==> src/rtl/mem_arb_pkg.sv <==
// -----------------------------------------------------------------------------
// mem_arb_pkg
// Shared definitions for the memory port arbiter: FSM state encodings,
// requester IDs and default configuration values.
// No ports (package).
// -----------------------------------------------------------------------------
package mem_arb_pkg;

  typedef enum logic [1:0] {
    ST_IDLE   = 2'd0,
    ST_GRANT  = 2'd1,
    ST_ACCESS = 2'd2,
    ST_RESP   = 2'd3
  } state_t;

  typedef enum logic {
    RQ_CPU = 1'b0,
    RQ_ALU = 1'b1
  } rq_id_t;

  localparam int          DATA_WIDTH_DEFAULT = 8;
  localparam int          ADDR_WIDTH_DEFAULT = 20;
  localparam int unsigned INT_LIMIT_DEFAULT  = 32'h0000_0100;
  localparam int          TIMEOUT_DEFAULT    = 1024;

endpackage

==> src/rtl/mem_port_arbiter_if.sv <==
// -----------------------------------------------------------------------------
// mem_port_arbiter_if
// Bundles the two requester handshakes (CPU = index 0, ALU = index 1) and the
// shared memory port of the arbiter.
//   Requester side : reqN, weN, addrN, wdataN -> gntN, doneN, errN, rdata
//   Memory side    : mem_req, mem_ext, mem_we, mem_addr, mem_wdata
//                    <- mem_ack, mem_rdata
//   Status         : busy
// Modports:
//   slave  - the arbiter itself
//   master - the environment (requesters plus memory model)
// -----------------------------------------------------------------------------
interface mem_port_arbiter_if #(
  parameter int DATA_WIDTH = 8,
  parameter int ADDR_WIDTH = 20
);

  logic                  req0;
  logic                  we0;
  logic [ADDR_WIDTH-1:0] addr0;
  logic [DATA_WIDTH-1:0] wdata0;
  logic                  gnt0;
  logic                  done0;
  logic                  err0;

  logic                  req1;
  logic                  we1;
  logic [ADDR_WIDTH-1:0] addr1;
  logic [DATA_WIDTH-1:0] wdata1;
  logic                  gnt1;
  logic                  done1;
  logic                  err1;

  logic [DATA_WIDTH-1:0] rdata;

  logic                  mem_req;
  logic                  mem_ext;
  logic                  mem_we;
  logic [ADDR_WIDTH-1:0] mem_addr;
  logic [DATA_WIDTH-1:0] mem_wdata;
  logic                  mem_ack;
  logic [DATA_WIDTH-1:0] mem_rdata;

  logic                  busy;

  modport slave (
    input  req0, we0, addr0, wdata0,
    input  req1, we1, addr1, wdata1,
    output gnt0, done0, err0,
    output gnt1, done1, err1,
    output rdata,
    output mem_req, mem_ext, mem_we, mem_addr, mem_wdata,
    input  mem_ack, mem_rdata,
    output busy
  );

  modport master (
    output req0, we0, addr0, wdata0,
    output req1, we1, addr1, wdata1,
    input  gnt0, done0, err0,
    input  gnt1, done1, err1,
    input  rdata,
    input  mem_req, mem_ext, mem_we, mem_addr, mem_wdata,
    output mem_ack, mem_rdata,
    input  busy
  );

endinterface

==> src/rtl/arb_watchdog.sv <==
// -----------------------------------------------------------------------------
// arb_watchdog
// Loadable down-counter bounding how long the arbiter waits for mem_ack.
// Loaded with TIMEOUT-1 while the arbiter is in GRANT and decremented once per
// ACCESS cycle, so 'expired' rises in the TIMEOUT-th ACCESS cycle.
// Ports:
//   clk      in  system clock
//   reset    in  asynchronous active-low reset
//   load     in  reload the counter with TIMEOUT-1
//   en       in  count down one step (saturates at zero)
//   expired  out counter has reached zero
// -----------------------------------------------------------------------------
module arb_watchdog #(
  parameter int TIMEOUT = 1024
) (
  input  logic clk,
  input  logic reset,
  input  logic load,
  input  logic en,
  output logic expired
);

  // TIMEOUT-1 always fits in $clog2(TIMEOUT) bits for TIMEOUT >= 2.
  localparam int            CW    = $clog2(TIMEOUT);
  localparam logic [CW-1:0] START = CW'(TIMEOUT - 1);

  logic [CW-1:0] cnt;

  // NOTE: clocked state is assigned with <= so every flop samples the values
  // from before the edge; blocking assignments here would create ordering races.
  always_ff @(posedge clk or negedge reset) begin
    if (!reset) begin
      cnt <= START;
    end else if (load) begin
      cnt <= START;
    end else if (en && (cnt != '0)) begin
      cnt <= cnt - 1'b1;
    end
  end

  assign expired = (cnt == '0);

endmodule

==> src/rtl/mem_port_arbiter.sv <==
// -----------------------------------------------------------------------------
// mem_port_arbiter
// Shares one memory port (internal RAM below INT_LIMIT, SPI external memory at
// or above it) between the CPU requester (index 0) and the ALU engine
// (index 1). Each transaction runs IDLE -> GRANT -> ACCESS -> RESP -> IDLE:
// a one-cycle gnt pulse, a memory access held until mem_ack (or watchdog
// abort), then a one-cycle done pulse with rdata.
// Ports:
//   clk    in  system clock
//   reset  in  asynchronous active-low reset (0 = reset)
//   bus    slave modport of mem_port_arbiter_if (requesters, memory, busy)
// Configuration:
//   ARB_ROUND_ROBIN_EN defined   - ties go to the requester not granted last.
//   ARB_ROUND_ROBIN_EN undefined - ties always go to the ALU (req1).
// -----------------------------------------------------------------------------
module mem_port_arbiter
  import mem_arb_pkg::*;
#(
  parameter int          DATA_WIDTH = DATA_WIDTH_DEFAULT,
  parameter int          ADDR_WIDTH = ADDR_WIDTH_DEFAULT,
  parameter int unsigned INT_LIMIT  = INT_LIMIT_DEFAULT,
  parameter int          TIMEOUT    = TIMEOUT_DEFAULT
) (
  input  logic               clk,
  input  logic               reset,
  mem_port_arbiter_if.slave  bus
);

  localparam logic [ADDR_WIDTH-1:0] LIMIT = ADDR_WIDTH'(INT_LIMIT);

  state_t                state_q;
  state_t                state_d;
  rq_id_t                owner_q;
  rq_id_t                last_gnt_q;
  rq_id_t                winner;

  logic                  any_req;
  logic                  expired;

  logic                  sel_we;
  logic [ADDR_WIDTH-1:0] sel_addr;
  logic [DATA_WIDTH-1:0] sel_wdata;

  logic                  we_q;
  logic                  ext_q;
  logic [ADDR_WIDTH-1:0] addr_q;
  logic [DATA_WIDTH-1:0] wdata_q;
  logic [DATA_WIDTH-1:0] rdata_q;
  logic                  err_q;

  assign any_req = bus.req0 | bus.req1;

  // ---------------------------------------------------------------------------
  // Winner select. With no request the winner simply tracks the last grant;
  // it is only consumed when a request is present.
  // ---------------------------------------------------------------------------
  // NOTE: every combinational output gets a default before the branches so no
  // path leaves it unassigned and no latch is inferred.
  always_comb begin
    winner = last_gnt_q;
    if (bus.req0 && !bus.req1) begin
      winner = RQ_CPU;
    end else if (bus.req1 && !bus.req0) begin
      winner = RQ_ALU;
    end else if (bus.req0 && bus.req1) begin
`ifdef ARB_ROUND_ROBIN_EN
      winner = (last_gnt_q == RQ_CPU) ? RQ_ALU : RQ_CPU;
`else
      winner = RQ_ALU;
`endif
    end
  end

  // Request fields of the captured owner.
  always_comb begin
    if (owner_q == RQ_ALU) begin
      sel_we    = bus.we1;
      sel_addr  = bus.addr1;
      sel_wdata = bus.wdata1;
    end else begin
      sel_we    = bus.we0;
      sel_addr  = bus.addr0;
      sel_wdata = bus.wdata0;
    end
  end

  // ---------------------------------------------------------------------------
  // Watchdog: reloaded in GRANT, counts ACCESS cycles.
  // ---------------------------------------------------------------------------
  arb_watchdog #(
    .TIMEOUT (TIMEOUT)
  ) u_watchdog (
    .clk     (clk),
    .reset   (reset),
    .load    (state_q == ST_GRANT),
    .en      (state_q == ST_ACCESS),
    .expired (expired)
  );

  // ---------------------------------------------------------------------------
  // FSM: state register
  // ---------------------------------------------------------------------------
  always_ff @(posedge clk or negedge reset) begin
    if (!reset) begin
      state_q <= ST_IDLE;
    end else begin
      state_q <= state_d;
    end
  end

  // ---------------------------------------------------------------------------
  // FSM: next state. Request drops mid-transaction are deliberately ignored.
  // ---------------------------------------------------------------------------
  always_comb begin
    state_d = state_q;
    unique case (state_q)
      ST_IDLE:   if (any_req) state_d = ST_GRANT;
      ST_GRANT:  state_d = ST_ACCESS;
      // An ack in the expiry cycle still counts as success.
      ST_ACCESS: if (bus.mem_ack || expired) state_d = ST_RESP;
      ST_RESP:   state_d = ST_IDLE;
      default:   state_d = ST_IDLE;
    endcase
  end

  // ---------------------------------------------------------------------------
  // FSM: outputs decoded from the current state.
  // ---------------------------------------------------------------------------
  always_comb begin
    bus.gnt0    = 1'b0;
    bus.gnt1    = 1'b0;
    bus.done0   = 1'b0;
    bus.done1   = 1'b0;
    bus.err0    = 1'b0;
    bus.err1    = 1'b0;
    bus.mem_req = 1'b0;
    bus.mem_we  = 1'b0;
    unique case (state_q)
      ST_GRANT: begin
        bus.gnt0 = (owner_q == RQ_CPU);
        bus.gnt1 = (owner_q == RQ_ALU);
      end
      ST_ACCESS: begin
        bus.mem_req = 1'b1;
        bus.mem_we  = we_q;
      end
      ST_RESP: begin
        bus.done0 = (owner_q == RQ_CPU);
        bus.done1 = (owner_q == RQ_ALU);
        bus.err0  = (owner_q == RQ_CPU) && err_q;
        bus.err1  = (owner_q == RQ_ALU) && err_q;
      end
      default: ;
    endcase
  end

  assign bus.busy      = (state_q != ST_IDLE);
  assign bus.rdata     = rdata_q;
  assign bus.mem_ext   = ext_q;
  assign bus.mem_addr  = addr_q;
  assign bus.mem_wdata = wdata_q;

  // ---------------------------------------------------------------------------
  // Datapath latches: owner and pointer, request capture, response capture.
  // ---------------------------------------------------------------------------
  always_ff @(posedge clk or negedge reset) begin
    if (!reset) begin
      owner_q    <= RQ_CPU;
      last_gnt_q <= RQ_ALU;  // so the CPU wins the first round-robin tie
      we_q       <= 1'b0;
      ext_q      <= 1'b0;
      addr_q     <= '0;
      wdata_q    <= '0;
      rdata_q    <= '0;
      err_q      <= 1'b0;
    end else begin
      unique case (state_q)
        ST_IDLE: begin
          if (any_req) owner_q <= winner;
        end
        ST_GRANT: begin
          last_gnt_q <= owner_q;
          we_q       <= sel_we;
          addr_q     <= sel_addr;
          wdata_q    <= sel_wdata;
          ext_q      <= (sel_addr >= LIMIT);
          err_q      <= 1'b0;
        end
        ST_ACCESS: begin
          if (bus.mem_ack) begin
            // Writes leave the previous read data visible.
            if (!we_q) rdata_q <= bus.mem_rdata;
          end else if (expired) begin
            err_q   <= 1'b1;
            rdata_q <= '0;
          end
        end
        default: ;
      endcase
    end
  end

endmodule

==> src/flat_wrapper.sv <==
// flat-port wrapper written by rule: the top's interface ports become plain ports
module mem_port_arbiter_flat import mem_arb_pkg::*;
#(
  parameter int          DATA_WIDTH = DATA_WIDTH_DEFAULT,
  parameter int          ADDR_WIDTH = ADDR_WIDTH_DEFAULT,
  parameter int unsigned INT_LIMIT  = INT_LIMIT_DEFAULT,
  parameter int          TIMEOUT    = TIMEOUT_DEFAULT
)
  (clk, reset, bus_req0, bus_we0, bus_addr0, bus_wdata0, bus_req1, bus_we1, bus_addr1, bus_wdata1, bus_gnt0, bus_done0, bus_err0, bus_gnt1, bus_done1, bus_err1, bus_rdata, bus_mem_req, bus_mem_ext, bus_mem_we, bus_mem_addr, bus_mem_wdata, bus_mem_ack, bus_mem_rdata, bus_busy);
  mem_port_arbiter_if #(.DATA_WIDTH(DATA_WIDTH), .ADDR_WIDTH(ADDR_WIDTH)) bus_i ();
  input  logic clk;
  input  logic reset;
  input wire logic [$bits(bus_i.req0)-1:0] bus_req0;
  input wire logic [$bits(bus_i.we0)-1:0] bus_we0;
  input wire logic [$bits(bus_i.addr0)-1:0] bus_addr0;
  input wire logic [$bits(bus_i.wdata0)-1:0] bus_wdata0;
  input wire logic [$bits(bus_i.req1)-1:0] bus_req1;
  input wire logic [$bits(bus_i.we1)-1:0] bus_we1;
  input wire logic [$bits(bus_i.addr1)-1:0] bus_addr1;
  input wire logic [$bits(bus_i.wdata1)-1:0] bus_wdata1;
  output wire logic [$bits(bus_i.gnt0)-1:0] bus_gnt0;
  output wire logic [$bits(bus_i.done0)-1:0] bus_done0;
  output wire logic [$bits(bus_i.err0)-1:0] bus_err0;
  output wire logic [$bits(bus_i.gnt1)-1:0] bus_gnt1;
  output wire logic [$bits(bus_i.done1)-1:0] bus_done1;
  output wire logic [$bits(bus_i.err1)-1:0] bus_err1;
  output wire logic [$bits(bus_i.rdata)-1:0] bus_rdata;
  output wire logic [$bits(bus_i.mem_req)-1:0] bus_mem_req;
  output wire logic [$bits(bus_i.mem_ext)-1:0] bus_mem_ext;
  output wire logic [$bits(bus_i.mem_we)-1:0] bus_mem_we;
  output wire logic [$bits(bus_i.mem_addr)-1:0] bus_mem_addr;
  output wire logic [$bits(bus_i.mem_wdata)-1:0] bus_mem_wdata;
  input wire logic [$bits(bus_i.mem_ack)-1:0] bus_mem_ack;
  input wire logic [$bits(bus_i.mem_rdata)-1:0] bus_mem_rdata;
  output wire logic [$bits(bus_i.busy)-1:0] bus_busy;
  assign bus_i.req0 = bus_req0;
  assign bus_i.we0 = bus_we0;
  assign bus_i.addr0 = bus_addr0;
  assign bus_i.wdata0 = bus_wdata0;
  assign bus_i.req1 = bus_req1;
  assign bus_i.we1 = bus_we1;
  assign bus_i.addr1 = bus_addr1;
  assign bus_i.wdata1 = bus_wdata1;
  assign bus_gnt0 = bus_i.gnt0;
  assign bus_done0 = bus_i.done0;
  assign bus_err0 = bus_i.err0;
  assign bus_gnt1 = bus_i.gnt1;
  assign bus_done1 = bus_i.done1;
  assign bus_err1 = bus_i.err1;
  assign bus_rdata = bus_i.rdata;
  assign bus_mem_req = bus_i.mem_req;
  assign bus_mem_ext = bus_i.mem_ext;
  assign bus_mem_we = bus_i.mem_we;
  assign bus_mem_addr = bus_i.mem_addr;
  assign bus_mem_wdata = bus_i.mem_wdata;
  assign bus_i.mem_ack = bus_mem_ack;
  assign bus_i.mem_rdata = bus_mem_rdata;
  assign bus_busy = bus_i.busy;
  mem_port_arbiter #(.DATA_WIDTH(DATA_WIDTH), .ADDR_WIDTH(ADDR_WIDTH), .INT_LIMIT(INT_LIMIT), .TIMEOUT(TIMEOUT)) u_core (.clk(clk), .reset(reset), .bus(bus_i));
endmodule
==> config.mk <==
export PLATFORM = sky130hd
export DESIGN_NAME = mem_port_arbiter_flat
export DESIGN_NICKNAME = d
export VERILOG_FILES = /design/src/rtl/mem_arb_pkg.sv /design/src/rtl/mem_port_arbiter_if.sv /design/src/rtl/arb_watchdog.sv /design/src/rtl/mem_port_arbiter.sv /design/src/flat_wrapper.sv
export SDC_FILE = /design/constraint.sdc
export NUM_CORES = 1
export LEC_CHECK = 0
export BUFFER_PORTS_ARGS = -buffer_cell sky130_fd_sc_hd__buf_2
export CAP_MARGIN = 0
export CORE_UTILIZATION = 47
export CTS_CLUSTER_SIZE = 24
export DETAILED_ROUTE_END_ITERATION = 8
export PLACE_DENSITY_LB_ADDON = 0.12
export SLEW_MARGIN = 10
export SYNTH_ARGS = -nofsm -noshare
export SYNTH_HDL_FRONTEND = slang
export SYNTH_SLANG_ARGS = --single-unit
export TNS_END_PERCENT = 5
==> constraint.sdc <==
create_clock -name clk -period 2.8 [get_ports clk]
set_clock_uncertainty 0.1 [all_clocks]
set_input_delay 0.42 -clock clk [delete_from_list [all_inputs] [get_ports clk]]
set_output_delay 0.42 -clock clk [all_outputs]
set_load 0.01 [all_outputs]
==> flow_summary.yaml, run 1 <==
outcome:
  outcome: "completed"
power_and_ir_drop:
  irDropWorstVdd_mv: 0.615
  power_leakage_nw: 1.61
  p_per_area_mw_per_mm2: 977
worst_setup_path:
  critPathTopFamily: "compound AO/OA/AOI/OAI gates"
  worst_path_max_delay_cell: "or3b_2"
  cp_data_required_time_ns: 2.90
  ff2ff_setup_slack_ns: 0.53
  r2r-start: "u_core.u_watchdog.cnt[0]"
  cp_max_fo: 4
  crit_arrival_ns: 2.38
  end_kind: "flop"
  start_kind: "flop"
  ff2ff_path_depth: 6
  worstReg2RegEnd: "u_core.state_q[1]"
  criticalPathCategory: "flop to flop"
  cp_num_buf_inv: 1
  crit_path_cell_trace: "inv_1, ha_1, or3b_2, o31ai_4, o32a_2, mux2_2"
  slowest_delay_ns: 0.52
floorplanning:
  die_h_um: 75.7
  dieArea_mm2: 0.00573
  start_util_pct: 49.4
  dieWidth_um: 75.7
  coreArea_mm2: 0.00517
  io_pins: 117
  num_rows: 26
global_route:
  grt.overflow.total: 0
  grt_antenna_before_repair: 0
  grtUsageTotal_pct: 20.2
  grt_max_degree: 44
  grt_pass1_vias: 1908
  grt_pass1_wl_um: 8520
sta:
  fin_setup_tns_ns: 0
  hold_viol: 0
  rsz0062_at_grt: "no"
  fmax_mhz: 440
  slew_headroom_pct: 46.0
  setup_violations: 0
  finalCriticalPeriod_ns: 2.27
  worst_pin_slew_ns: 0.809
  post-route-period-util_pct: 81.2
  whs_ns: 0.100
  slew_violations: 0
clock_tree:
  postCtsHoldBufs: 0
  clock_latency_ns: 0.31
  cts_tree: "built"
  htreeDepth: 2
  cts_resized: 0
  path_clk_slew_ns: 0.09
  clock-root-buffer: "clkbuf_8"
  clock-sinks: 52
  cts_setup_buffers: 0
  clk_path_buf_depth: 2
  numCtsBuffers: 5
routing:
  drt-initial-drc-count: 77
  drt-total-wl_um: 5610
  routed_via_density: 5.11
  via_count: 2197
  ant_nets: 0
  drc: 0
  wire_per_inst_um: 13.0
  drtPass1Iterations: 4
cells_and_area:
  fin_nets: 435
  drive_gt1_share_pct: 41.4
  insertedDiodeCount: 0
  fin_cells: 430
  layout_common_cells: "buf_2 (116), dfrtp_1 (41), nor2_1 (37)"
  final_common_cell: "buf_2"
  area_growth_syn_to_layout_pct: 29.3
synth:
  yosys_warnings: 0
  syn-instance-count: 245
  synth.cell_area_mm2: 0.00255
  syn_avg_cell_area_um2: 10.4
  seq_area_frac_synth_pct: 51.4
  syn-num-nets: 321
  synth.distinct_cells: 43
  yosys_register_bits: 52
placed_design:
  dp_hpwl_um: 4180
  dp_cells: 422
  finalWeightedCongestion: 0.918
  port_buffers: 116
min_path:
  worstHoldPathType: "primary input to asynchronous set/reset pin"
run:
  maxCapViolCount: 0
==> per-stage QoR <==
stage | util (%) | power, mW | cell area, um2 | worst slack, ns
2_1_floorplan | - | 2.27 | 2550 | 0.647
6_report | 63.8 | 3.22 | 3300 | 0.526
5_1_grt | 63.8 | 3.50 | 3300 | 0.426
3_3_place_gp | 62.0 | 2.77 | 3210 | 0.577
4_1_cts | 63.8 | 3.27 | 3300 | 0.510
3_5_place_dp | 62.0 | 2.82 | 3210 | 0.522
==> worst max path at each step <==
stage                                        start             endpoint  slack (ns)  cells after the start
after floorplan           u_core.u_watchdog.cnt[0]    u_core.state_q[1]        0.65                      6
after global placement    u_core.u_watchdog.cnt[0]    u_core.state_q[1]        0.58                      6
after detailed placement  u_core.u_watchdog.cnt[0]    u_core.state_q[1]        0.52                      6
after CTS                 u_core.u_watchdog.cnt[0]    u_core.state_q[1]        0.51                      6
after global routing      u_core.u_watchdog.cnt[0]  u_core.bus.rdata[1]        0.43                      6
final                     u_core.u_watchdog.cnt[0]    u_core.state_q[1]        0.53                      6
==> state kept, by name (all words and copies together) (netlist names) <==
| name | cells |
|---|---|
| u_core.bus.mem_addr | 20 |
| u_core.bus.mem_ext | 1 |
| u_core.bus.mem_wdata | 8 |
| u_core.bus.rdata | 8 |
| u_core.err_q | 1 |
| u_core.owner_q | 1 |
| u_core.state_q | 2 |
| u_core.u_watchdog.cnt | 10 |
| u_core.we_q | 1 |
==> where the power goes <==
group / leakage, nW / total [mW] / switching, mW / internal (mW)
Clock: 0.0445 / 0.440 / 0.239 / 0.201
Combinational: 0.988 / 1.53 / 0.861 / 0.669
Sequential: 0.579 / 1.25 / 0.179 / 1.07
Total: 1.61 / 3.22 / 1.28 / 1.94
==> cells by family (layout without fill, tap and decap cells) <==
group / after synthesis / count (layout) / share of synthesized area [%]
buffers and inverters: 20 / 135 / 3.09
and+or+nand+nor: 77 / 77 / 14.9
DFF: 52 / 52 / 51.4
adders and majority gates: 5 / 5 / 2.45
xor gates and xnor gates: 2 / 2 / 0.686
AOI/OAI and AO/OA: 57 / 57 / 14.8
muxes: 32 / 32 / 12.6
==> cells in the mapped netlist <==
master	count	area (um2)
ha_1	5	62.6
dfstp_2	10	263
o31ai_2	1	12.5
clkbuf_2	1	5.00
nand2_1	9	33.8
a211o_1	2	17.5
xnor2_1	2	17.5
o21ai_0	1	5.00
buf_2	2	10.0
o21ai_1	1	5.00
clkinv_1	1	3.75
a21oi_2	1	8.76
or4_4	1	11.3
mux2_2	1	11.3
or3b_2	1	8.76
o32a_2	1	11.3
nor2b_1	4	25.0
nor4_2	1	12.5
or4b_2	1	10.0
nor3_1	5	25.0
or3b_1	1	8.76
and3_1	1	6.26
clkbuf_1	4	15.0
a21oi_1	33	165
nor2_1	37	139
mux2i_1	31	310
o22a_1	1	8.76
o31ai_1	2	15.0
dfrtp_1	42	1050
or3_1	4	25.0
inv_1	5	18.8
nand3b_1	1	7.51
buf_1	7	26.3
o31ai_4	1	21.3
a22o_1	9	78.8
and2_1	4	25.0
o211ai_1	1	7.51
nand3_1	2	10.0
a311oi_1	1	8.76
o22ai_1	1	6.26
nor4_1	3	18.8
a31oi_1	1	6.26
or4_1	2	15.0
==> cell type report <==
cell class / instances / area, um2
Fill cell: 434 / 1870
Clock inverter: 1 / 7.51
Sequential cell: 52 / 1320
Clock buffer: 7 / 86.3
Tap cell: 70 / 87.6
Inverter: 6 / 22.5
Multi-Input combinational cell: 173 / 1160
Timing Repair Buffer: 121 / 618
==> per-layer routing <==
metal	vias to the layer above	share of wire [%]	track usage [%]
met5	-	0	0
met4	0	0.93	5.56
met3	6	7.7	5.82
met2	84	44	33.3
met1	1001	47	26.2
li1	1106	-	-
Power figures use the tool's default switching activity.
==> run 2: changes to the inputs <==
clock period = 2.1 ns   (was 2.8 ns; I/O delays follow)
==> flow_summary.yaml, run 2 (same netlist as run 1, synthesis figures left out) <==
worst_setup_path:
  slowest_delay_ns: 0.40
  critPathTopFamily: "compound AO/OA/AOI/OAI gates"
  end_kind: "flop"
  criticalPathCategory: "flop to flop"
  worst_path_max_delay_cell: "or3b_4"
  cp_max_fo: 3
  crit_arrival_ns: 2.13
  start_kind: "flop"
  cp_num_buf_inv: 1
  crit_path_cell_trace: "inv_1, ha_4, or3b_4, o31ai_4, o32a_4, mux2_2"
  cp_data_required_time_ns: 2.19
clock_tree:
  clk_path_buf_depth: 2
  clock-sinks: 52
  cts_tree: "built"
  clock-root-buffer: "clkbuf_8"
  numCtsBuffers: 5
  clock_latency_ns: 0.30
  path_clk_slew_ns: 0.09
  htreeDepth: 2
floorplanning:
  coreArea_mm2: 0.00517
  dieArea_mm2: 0.00573
  start_util_pct: 49.4
  io_pins: 117
  die_h_um: 75.7
  num_rows: 26
  dieWidth_um: 75.7
global_route:
  grt_pass1_vias: 1841
  grt_antenna_before_repair: 0
  grtUsageTotal_pct: 19.5
  grt.overflow.total: 0
  grt_max_degree: 47
  grt_pass1_wl_um: 8220
routing:
  ant_nets: 0
  drc: 0
  routed_via_density: 5.13
  drt-total-wl_um: 5670
  drt-initial-drc-count: 68
  via_count: 2230
  drtPass1Iterations: 4
  wire_per_inst_um: 13.0
power_and_ir_drop:
  p_total_mw: 4.44
  irDropWorstVdd_mv: 0.795
  p_per_area_mw_per_mm2: 1300
  power_leakage_nw: 1.65
sta:
  worst_pin_slew_ns: 0.468
  fmax_mhz: 491
  worst_slack_ns: 0.0630
  post-route-period-util_pct: 97.0
  slew_violations: 0
  whs_ns: 0.128
  hold_viol: 0
  fin_setup_tns_ns: 0
  rsz0062_at_grt: "no"
  setup_violations: 0
  slew_headroom_pct: 68.6
  finalCriticalPeriod_ns: 2.04
cells_and_area:
  fin_nets: 441
  fill_cells: 443
  largest_reg_flops: 20
  insertedDiodeCount: 0
  final_common_cell: "buf_2"
  layout_common_cells: "buf_2 (116), dfrtp_1 (41), nor2_1 (37)"
  drive_gt1_share_pct: 43.3
  area_growth_syn_to_layout_pct: 33.3
min_path:
  worstHoldPathType: "primary input to flop"
placed_design:
  place_ws_ns: -0.0360
  port_buffers: 116
  dp_hpwl_um: 4180
  finalWeightedCongestion: 0.865
run:
  maxCapViolCount: 0
outcome:
  outcome: "completed"
-- run 2: layout make-up --
cell class / count / area [um2] / share of cell area, %
multi-input cells: 173 / 1200 / 35.1
inverters: 6 / 22.5 / 0.662
clock inverters: 1 / 8.76 / 0.257
repair buffers: 127 / 691 / 20.3
flip-flops and latches: 52 / 1320 / 38.6
clock buffers: 6 / 82.6 / 2.43
well taps: 70 / 87.6 / 2.57
-- run 2: where the power goes --
part           total [mW]  switching [mW]  internal [mW]
clock               0.574           0.311          0.263
combinational        2.21            1.21           1.01
sequential           1.65           0.221           1.43
-- run 2: worst paths after layout --
check / from / to / slack [ns] / depth (start not counted)
max in group asynchronous: reset / u_core.u_watchdog.cnt[2] / 0.90 / 3
worst min-delay path: bus_mem_rdata[7] / u_core.bus.rdata[7] / 0.13 / 2
min in group asynchronous: reset / u_core.bus.mem_addr[7] / 0.41 / 2
worst max register to register: u_core.u_watchdog.cnt[1] / u_core.state_q[1] / 0.06 / 6
worst min register to register: u_core.bus.rdata[7] / u_core.bus.rdata[7] / 0.41 / 1
worst max-delay path: u_core.u_watchdog.cnt[1] / u_core.state_q[1] / 0.06 / 6
-- run 2: what timing repair did --
action,in CTS,in global routing
pin swaps,0,2
endpoints found under the hold margin,20,0
resized for setup,1,5
buffers inserted,0,2
hold buffers,1,0
endpoints found under the setup margin,9,9
-- run 2: per-stage QoR --
step,cells,cell area (um2),utilization [%]
finish,435,3400,65.8
global route,435,3400,65.8
CTS,433,3360,65.0
detailed placement,425,3260,63.0
global placement,425,3260,63.0
floorplan,245,2560,-
-- run 2: per-layer routing --
metal	GRT usage, %	vias to the layer above	share of wire (%)
met5	0	-	0
li1	-	1110	-
met2	32.1	85	46
met1	25.4	1029	45
met3	5.03	6	7.8
met4	6.17	0	1.2
==> run 3: changes to the inputs <==
GPL_TIMING_DRIVEN = 0   (was unset)
==> flow_summary.yaml, run 3 (same netlist as run 1, synthesis figures left out) <==
outcome:
  outcome: "completed"
power_and_ir_drop:
  pwr-share-seq_pct: 37.2
  p_int_mw: 2.67
  power.share.combinational_pct: 49.6
  p_per_area_mw_per_mm2: 1310
  power_leakage_nw: 1.64
  p_sw_share_pct: 40.1
  p_clk_share_pct: 13.2
  switchingPower_mw: 1.78
  irDropWorstVdd_mv: 0.671
cells_and_area:
  final_area_mm2: 0.00339
  drive_gt1_share_pct: 42.3
  fin_nets: 446
  fin_cells: 441
  fill_cells: 437
  seq_area_mm2: 0.00131
  largest_reg_flops: 20
  final_common_cell: "buf_2"
  multi_input_area_mm2: 0.00121
  insertedDiodeCount: 0
  area_growth_syn_to_layout_pct: 32.7
  layout_common_cells: "buf_2 (118), dfrtp_1 (42), nor2_1 (37)"
global_route:
  grtUsageTotal_pct: 21.2
  grt_max_degree: 53
  use_met3_pct: 5.29
  met2_usage_pct: 35.0
  grt_antenna_before_repair: 0
  grt_pass1_vias: 2018
  grt.overflow.total: 0
  met1_usage_pct: 28.0
  grt_pass1_wl_um: 8980
  grt-busiest-layer: "met2"
min_path:
  worstHoldPathType: "primary input to flop"
clock_tree:
  cts_tree: "built"
  htreeDepth: 2
  clock_latency_ns: 0.30
  numCtsBuffers: 5
  clk_path_buf_depth: 2
  clock-sinks: 52
  clock-root-buffer: "clkbuf_8"
  path_clk_slew_ns: 0.09
run:
  maxCapViolCount: 0
floorplanning:
  dieArea_mm2: 0.00573
  die_h_um: 75.7
  start_util_pct: 49.4
  dieWidth_um: 75.7
  num_rows: 26
  coreArea_mm2: 0.00517
  io_pins: 117
routing:
  drt-total-wl_um: 5950
  wire_per_inst_um: 13.5
  via_count: 2240
  drt-initial-drc-count: 90
  drtPass1Iterations: 4
  ant_nets: 0
  routed_via_density: 5.08
  drc: 0
sta:
  setup_violations: 0
  post-route-period-util_pct: 98.0
  worst_pin_slew_ns: 0.675
  rsz0062_at_grt: "yes"
  slew_headroom_pct: 55.0
  finalCriticalPeriod_ns: 2.06
  slew_violations: 0
  fmax_mhz: 486
  hold_viol: 0
  whs_ns: 0.130
worst_setup_path:
  end_kind: "flop"
  crit_start: "u_core.u_watchdog.cnt[0]"
  cp_num_buf_inv: 1
  cp_data_required_time_ns: 2.19
  cp-endpoint: "u_core.state_q[1]"
  cp_max_fo: 4
  worst_path_max_delay_cell: "or3b_4"
  ff2ff_path_depth: 6
  crit_arrival_ns: 2.15
  slowest_delay_ns: 0.42
  crit_cells: 6
  worstReg2RegEnd: "u_core.state_q[1]"
  critPathTopFamily: "compound AO/OA/AOI/OAI gates"
  crit_path_cell_trace: "inv_1, ha_4, or3b_4, o31ai_4, o32a_2, mux2_2"
  start_kind: "flop"
  criticalPathCategory: "flop to flop"
  r2r-start: "u_core.u_watchdog.cnt[0]"
  ff2ff_setup_slack_ns: 0.04
placed_design:
  port_buffers: 116
  placed_area_mm2: 0.00322
  dp_hpwl_um: 4480
  dp_cells: 431
  finalWeightedCongestion: 0.888
## run 3: cell count changes in the layout (fill, tap and decap cells not counted), moves of 2 or more
| cell | previous run | this run |
|---|---|---|
| buf_12 | 2 | 0 |
| clkbuf_1 | 0 | 4 |
| clkinvlp_4 | 0 | 2 |
| clkbuf_2 | 0 | 4 |
| buf_2 | 116 | 118 |
| buf_1 | 0 | 4 |
| buf_4 | 8 | 2 |
## run 3: stage by stage
stage / setup WS [ns] / power (mW) / util [%] / setup TNS, ns
after global routing: -0.0311 / 4.82 / 65.5 / -0.0317
after CTS: 0.0232 / 4.46 / 64.7 / 0
after detailed placement: -0.145 / 3.81 / 62.3 / -1.35
final: 0.0428 / 4.45 / 65.5 / 0
after floorplan: -0.00696 / 3.03 / - / -0.00696
after global placement: -0.132 / 3.76 / 62.3 / -1.02
## run 3: cell type report
cell class	instances	area share, %
Timing Repair Buffer	118	17.7
Clock buffer	7	2.55
Tap cell	70	2.58
Buffer	14	1.81
Sequential cell	52	38.8
Multi-Input combinational cell	173	35.6
Clock inverter	1	0.221
Inverter	6	0.775
## run 3: worst min-delay path by stage
stage                              from                     end  slack, ns  depth (start not counted)
detailed placement  u_core.bus.rdata[3]     u_core.bus.rdata[3]       0.38                          1
global placement    u_core.bus.rdata[3]     u_core.bus.rdata[3]       0.38                          1
global route           bus_mem_rdata[3]     u_core.bus.rdata[3]       0.12                          2
CTS                    bus_mem_rdata[4]     u_core.bus.rdata[4]       0.12                          2
finish                 bus_mem_rdata[7]     u_core.bus.rdata[7]       0.13                          2
floorplan                         reset  u_core.bus.mem_addr[0]      -0.08                          0
## run 3: repair_timing
item	4_1_cts	5_1_grt
hold buffers	0	1
endpoints found under the setup margin	12	31
buffers inserted	1	0
resized for setup	7	8
hold endpoints to repair	0	42
pin swaps	1	2
## run 3: routing by layer
layer,up-vias,wire [um]
met5,-,0
met3,7,404
met2,83,2740
met1,1034,2740
li1,1116,-
met4,0,54
## run 3: power groups by stage
stage	logic (mW)	registers [mW]	clock network, mW
after floorplan	1.22	1.81	0
after global placement	2.12	1.65	0
after detailed placement	2.16	1.66	0
after CTS	2.21	1.65	0.604
after global routing	2.47	1.70	0.647
final	2.21	1.65	0.586
